===== src/rtl/ps2_mouse_pkg.sv =====
// Shared types and constants for the PS/2 mouse packet decoder.
// Header bit positions follow the standard 3-byte PS/2 mouse packet layout.
package ps2_mouse_pkg;

    typedef enum logic [1:0] {
        WAIT_B0 = 2'd0,
        WAIT_B1 = 2'd1,
        WAIT_B2 = 2'd2
    } mouse_state_e;

    localparam int BTN_LSB  = 0;
    localparam int SYNC_BIT = 3;
    localparam int XSIGN    = 4;
    localparam int YSIGN    = 5;
    localparam int XOVF     = 6;
    localparam int YOVF     = 7;

    localparam int DELTA_W  = 9;
    localparam int ACC_W    = 12;
    localparam int POS_W    = 10;

endpackage


===== src/rtl/mouse_axis_accum.sv =====
// Combinational per-axis cursor update: applies a signed delta and clamps to 0..LIMIT-1.
// SUBTRACT selects pos - delta, used for Y where PS/2 reports up-positive.
module mouse_axis_accum
    import ps2_mouse_pkg::*;
#(
    parameter int LIMIT    = 640,
    parameter bit SUBTRACT = 1'b0
) (
    input  logic [POS_W-1:0]          pos,
    input  logic signed [DELTA_W-1:0] delta,
    input  logic                      ovf,
    output logic [POS_W-1:0]          pos_next
);

    localparam logic signed [ACC_W-1:0] MAX_S = ACC_W'(LIMIT - 1);

    logic signed [ACC_W-1:0] pos_s;
    logic signed [ACC_W-1:0] delta_s;
    logic signed [ACC_W-1:0] sum;

    always_comb begin
        pos_s   = signed'({{(ACC_W-POS_W){1'b0}}, pos});
        delta_s = ovf ? '0 : {{(ACC_W-DELTA_W){delta[DELTA_W-1]}}, delta};
        sum     = SUBTRACT ? (pos_s - delta_s) : (pos_s + delta_s);
        if (sum < 0)
            pos_next = '0;
        else if (sum > MAX_S)
            pos_next = POS_W'(LIMIT - 1);
        else
            pos_next = sum[POS_W-1:0];
    end

endmodule


===== src/rtl/ps2_mouse_packet.sv =====
// PS/2 mouse packet decoder: assembles 3-byte packets into a clamped cursor position.
// Define PS2_MOUSE_TIMEOUT_EN to abort partial packets after TIMEOUT_CYC idle cycles.
//
// state   | meaning
// WAIT_B0 | hunting for a header byte (bit3 set)
// WAIT_B1 | header latched, waiting for the X delta byte
// WAIT_B2 | X delta latched, waiting for the Y delta byte
module ps2_mouse_packet
    import ps2_mouse_pkg::*;
#(
    parameter int SCREEN_W    = 640,
    parameter int SCREEN_H    = 480,
    parameter int TIMEOUT_CYC = 2_500_000,
    parameter int INIT_X      = 6,
    parameter int INIT_Y      = 6
) (
    input  logic             clk,
    input  logic             rst,
    input  logic [7:0]       rx_data,
    input  logic             rx_done_tick,
    output logic [POS_W-1:0] mouse_x,
    output logic [POS_W-1:0] mouse_y,
    output logic [2:0]       buttons,
    output logic             pkt_valid,
    output logic             sync_err
);

    mouse_state_e      state;
    logic [7:0]        header;
    logic [7:0]        byte1;
    logic [POS_W-1:0]  x_next;
    logic [POS_W-1:0]  y_next;

    mouse_axis_accum #(.LIMIT(SCREEN_W), .SUBTRACT(1'b0)) u_axis_x (
        .pos      (mouse_x),
        .delta    ({header[XSIGN], byte1}),
        .ovf      (header[XOVF]),
        .pos_next (x_next)
    );

    // Y delta comes straight from the incoming byte so the update lands one cycle after byte2.
    mouse_axis_accum #(.LIMIT(SCREEN_H), .SUBTRACT(1'b1)) u_axis_y (
        .pos      (mouse_y),
        .delta    ({header[YSIGN], rx_data}),
        .ovf      (header[YOVF]),
        .pos_next (y_next)
    );

`ifdef PS2_MOUSE_TIMEOUT_EN
    localparam int TMO_W = $clog2(TIMEOUT_CYC + 1);

    logic [TMO_W-1:0] tmo_cnt;
    logic             tmo_hit;

    assign tmo_hit = (tmo_cnt == TMO_W'(TIMEOUT_CYC));

    always_ff @(posedge clk or negedge rst) begin
        if (!rst)
            tmo_cnt <= '0;
        else if (rx_done_tick || state == WAIT_B0)
            tmo_cnt <= '0;
        else if (!tmo_hit)
            tmo_cnt <= tmo_cnt + 1'b1;
    end
`endif

    always_ff @(posedge clk or negedge rst) begin
        if (!rst) begin
            state     <= WAIT_B0;
            header    <= '0;
            byte1     <= '0;
            mouse_x   <= POS_W'(INIT_X);
            mouse_y   <= POS_W'(INIT_Y);
            buttons   <= '0;
            pkt_valid <= 1'b0;
            sync_err  <= 1'b0;
        end else begin
            pkt_valid <= 1'b0;
            sync_err  <= 1'b0;
            if (rx_done_tick) begin
                case (state)
                    WAIT_B0: begin
                        if (rx_data[SYNC_BIT]) begin
                            header <= rx_data;
                            state  <= WAIT_B1;
                        end else begin
                            sync_err <= 1'b1;
                        end
                    end
                    WAIT_B1: begin
                        byte1 <= rx_data;
                        state <= WAIT_B2;
                    end
                    WAIT_B2: begin
                        mouse_x   <= x_next;
                        mouse_y   <= y_next;
                        buttons   <= header[BTN_LSB +: 3];
                        pkt_valid <= 1'b1;
                        state     <= WAIT_B0;
                    end
                    default: state <= WAIT_B0;
                endcase
            end
`ifdef PS2_MOUSE_TIMEOUT_EN
            // A byte arriving on the expiry cycle takes priority over the abort.
            else if (state != WAIT_B0 && tmo_hit) begin
                state    <= WAIT_B0;
                sync_err <= 1'b1;
            end
`endif
        end
    end

endmodule


===== config.mk =====
export PLATFORM = sky130hd
export DESIGN_NAME = ps2_mouse_packet
export DESIGN_NICKNAME = d
export VERILOG_FILES = /design/src/rtl/ps2_mouse_pkg.sv /design/src/rtl/mouse_axis_accum.sv /design/src/rtl/ps2_mouse_packet.sv
export SDC_FILE = /design/constraint.sdc
export NUM_CORES = 1
export LEC_CHECK = 0
export BUFFER_PORTS_ARGS = -buffer_cell sky130_fd_sc_hd__buf_4
export CORE_ASPECT_RATIO = 1.4
export CORE_UTILIZATION = 45
export DETAILED_ROUTE_END_ITERATION = 7
export PLACE_DENSITY_LB_ADDON = 0.3
export SYNTH_ARGS = -nofsm -noshare
export SYNTH_HDL_FRONTEND = slang
export SYNTH_SLANG_ARGS = --single-unit
export TNS_END_PERCENT = 5

===== constraint.sdc =====
create_clock -name clk -period 3.1 [get_ports clk]
set_clock_uncertainty 0.1 [all_clocks]
set_input_delay 0.93 -clock clk [delete_from_list [all_inputs] [get_ports clk]]
set_output_delay 0.93 -clock clk [all_outputs]
set_load 0.005 [all_outputs]

==> flow_summary.ini <==
[run_status]
run_status = complete, but fails checks
failed_checks = setup timing

[placed_design]
globalplace.congestion = 0.868
placed_cells_incl_taps = 411
placement.io_buffers = 35
dpl.hpwl_um = 5060

[layout]
nNetsFinal = 384
post_route_cells_drive_above_1_share = 0.324
final_cell_count_no_fill = 421
n_antenna_cell = 0
n_fill_cell = 546
synthToLayoutAreaGrowth_pct = 23.5
final_util = 0.572

[synthesis]
netlist_top_cells_count = dfrtp_1 (38), nand2_1 (26), ha_1 (23)
synthArstFlopShare = 1.00
ys_seq_area_frac = 0.370
syn_inst = 287
fraction_of_post_synthesis_cell_area_in_the_top_cell_type_by_area = 0.333
synth.distinct_cells = 59
yosysTopAreaCell = dfrtp_1
total_of_flip_flops_plus_latches_after_synthesis = 42
avgSynthCellArea_um2 = 9.95
synth_most_common_cell = dfrtp_1
number_of_enable_flip_flop_cells_after_synthesis = 0
ys_dominant_reg_cell = dfrtp_1
yosys_warnings = 0
synth.area.top_cells = dfrtp_1 (33%), ha_1 (10%), mux2_2 (5.9%), dfstp_2 (3.7%), nand2_1 (3.4%)
syn-num-nets = 323
synth.cell_area_um2 = 2860

[power_and_ir_drop]
vdd_ir_drop_max_mv = 0.738
fin_total_pwr_mw = 4.09
leakage_nw = 1.64
power_density_nw_per_um2 = 1160

[clock_tree]
cts_inserted_buffers = 5
cts_tree = yes
htree_num_levels = 2
tritoncts_num_sinks = 42
clockBufferDepth = 2
worst_skew_pair.late_latency_ns = 0.31
clk_root_buffer_cell = clkbuf_8
worst_setup_hold_path_clk_slew_ns = 0.09

[floorplanning]
pin_count = 36
die-height_um = 96.3
floorplan.initialDensity = 0.463
fp-row-count = 34
die_area_um2 = 6670
die_width_um = 69.3
core_area_um2 = 6170

[critical_path]
regToRegStartpoint = header[6]
critPathCaptureType = register
max_stage_delay_ns = 0.38
timing.critical_path.cells = buf_6, nor2b_4, ha_4, inv_2, fa_2, a21o_1, a221oi_4, a31oi_2, mux2i_1, nand4_1, a41oi_2, a32o_1
critical_path_class = input port to register
path_buf_inv = 2
cp_data_arrival_time_ns = 3.34
critical_path.top_delay_family = compound AO/OA/AOI/OAI gates
startpoint_type = input port
endpoint_required_time_on_the_critical_path_ns = 3.24
slowest_stage = fa_2
crit_path_max_fanout = 6
timing.critical_path.from = rx_data[0]

[sta]
unrepaired_setup_endpoints_after_global_routing = yes
hold-worst-slack_ns = 0.372
worstMarginPinSlew_ns = 0.532
max_freq_ghz = 0.313
final.period_utilization = 1.03
finalWorstPathRequiredPeriod_ns = 3.19
tns_ns = -0.376
report.final.slew_viol_count = 0
finalSetupViolCount = 7
timing_hold_violations_final = 0
fin_ws_ns = -0.0941
maxSlewHeadroom = 0.645

[route]
remaining_drc_errors = 0
max_used_layer = met4
totalWireLength_um = 6650
routed_via_density = 5.64
wl_met2_um = 3740
route.met3.wl_um = 131
detailedRoute.firstIterationViolations = 101
overall_via_count_from_detail_route = 2375
postRouteAntennaNets = 0
route.layer.met1.wl_um = 2670
avgRoutedWirePerCell_um = 15.8
firstDrtPassIters = 4

[grt]
grt_start_max_net_pins = 43
grt_overflow = 0
grtUsageTotal = 0.212
grt_antenna_before_repair = 0
wire_length_of_the_first_global_routing_pass_um = 11200
number_of_global_route_vias_before_repair = 2438

[flow_run]
maxCapViolations = 0

[min_path]
timing.hold.worst.class = register to register
timing.hold.worst.start = header[2]
[where the power goes]
part	switching [mW]	total, mW	internal, mW
logic	1.38	2.73	1.36
clock network	0.212	0.371	0.159
registers	0.184	0.982	0.798
[layer usage]
metal,global-route usage,vias up
met3,0.0304,10
li1,-,1168
met5,0,-
met4,0.0782,0
met2,0.424,28
met1,0.224,1169
[final timing paths]
| check | cells after the start | to | slack (ns) |
|---|---|---|---|
| setup / recovery | 12 | mouse_y[5] | -0.09 |
| hold / removal | 2 | buttons[2] | 0.37 |
| setup reg to reg | 11 | mouse_x[0] | 0.09 |
| hold reg to reg | 2 | buttons[2] | 0.37 |
| max in group asynchronous | 1 | header[7] | 2.03 |
| min in group asynchronous | 1 | buttons[2] | 0.50 |
[what timing repair did]
action | in CTS | in global routing
setup endpoints to repair | 6 | 16
hold buffers | 0 | 0
buffers inserted | 0 | 2
pin swaps | 3 | 7
resized for setup | 2 | 11
[logic make-up after synthesis]
logic type / synth area share
AOI/OAI and AO/OA: 0.209
adders and majority gates: 0.115
DFF: 0.370
xor gates and xnor gates: 0.0491
buffers and inverters: 0.0333
and+or+nand+nor: 0.154
muxes: 0.0696
[layout make-up]
cell class / instances / area, µm² / share of cell area
clock buffers: 5 / 68.8 / 0.0195
clock inverters: 3 / 21.3 / 0.00603
multi-input cells: 222 / 1770 / 0.502
inverters: 16 / 60.1 / 0.0170
well taps: 72 / 90.1 / 0.0255
flip-flops and latches: 42 / 1060 / 0.299
repair buffers: 61 / 462 / 0.131
[registers in the layout, summed over array words and instances, names as in the netlist]
name,flops
buttons,3
state,2
mouse_y,10
byte1,8
header,7
mouse_x,10
pkt_valid,1
sync_err,1
[placed cells by master, fill, tap and decap left out, types with 5 or more instances in the layout]
| cell type | instances |
|---|---|
| o21ai_0 | 16 |
| buf_4 | 60 |
| xor2_1 | 5 |
| xnor2_1 | 11 |
| nor2b_1 | 9 |
| o221a_2 | 7 |
| clkbuf_8 | 5 |
| a21o_1 | 7 |
| a21oi_1 | 12 |
| or3_1 | 5 |
| nor2_1 | 10 |
| nand2b_1 | 11 |
| nand2_1 | 26 |
| mux2_2 | 15 |
| dfrtp_1 | 38 |
| a22oi_1 | 5 |
| ha_1 | 21 |
| inv_1 | 13 |
[worst min-delay path, stage by stage, from the launching register on]
cell and delay, ns:
dfrtp_1 0.35, nand2_1 0.05, nand2_1 0.05
[stage by stage]
stage / area [µm²] / setup slack (ns)
after floorplan: 2860 / -0.0791
after global placement: 3360 / -0.380
after detailed placement: 3360 / -0.437
after CTS: 3460 / -0.0500
after global routing: 3530 / -0.208
final: 3530 / -0.0941
No activity file was read; power rests on OpenSTA's default activity.
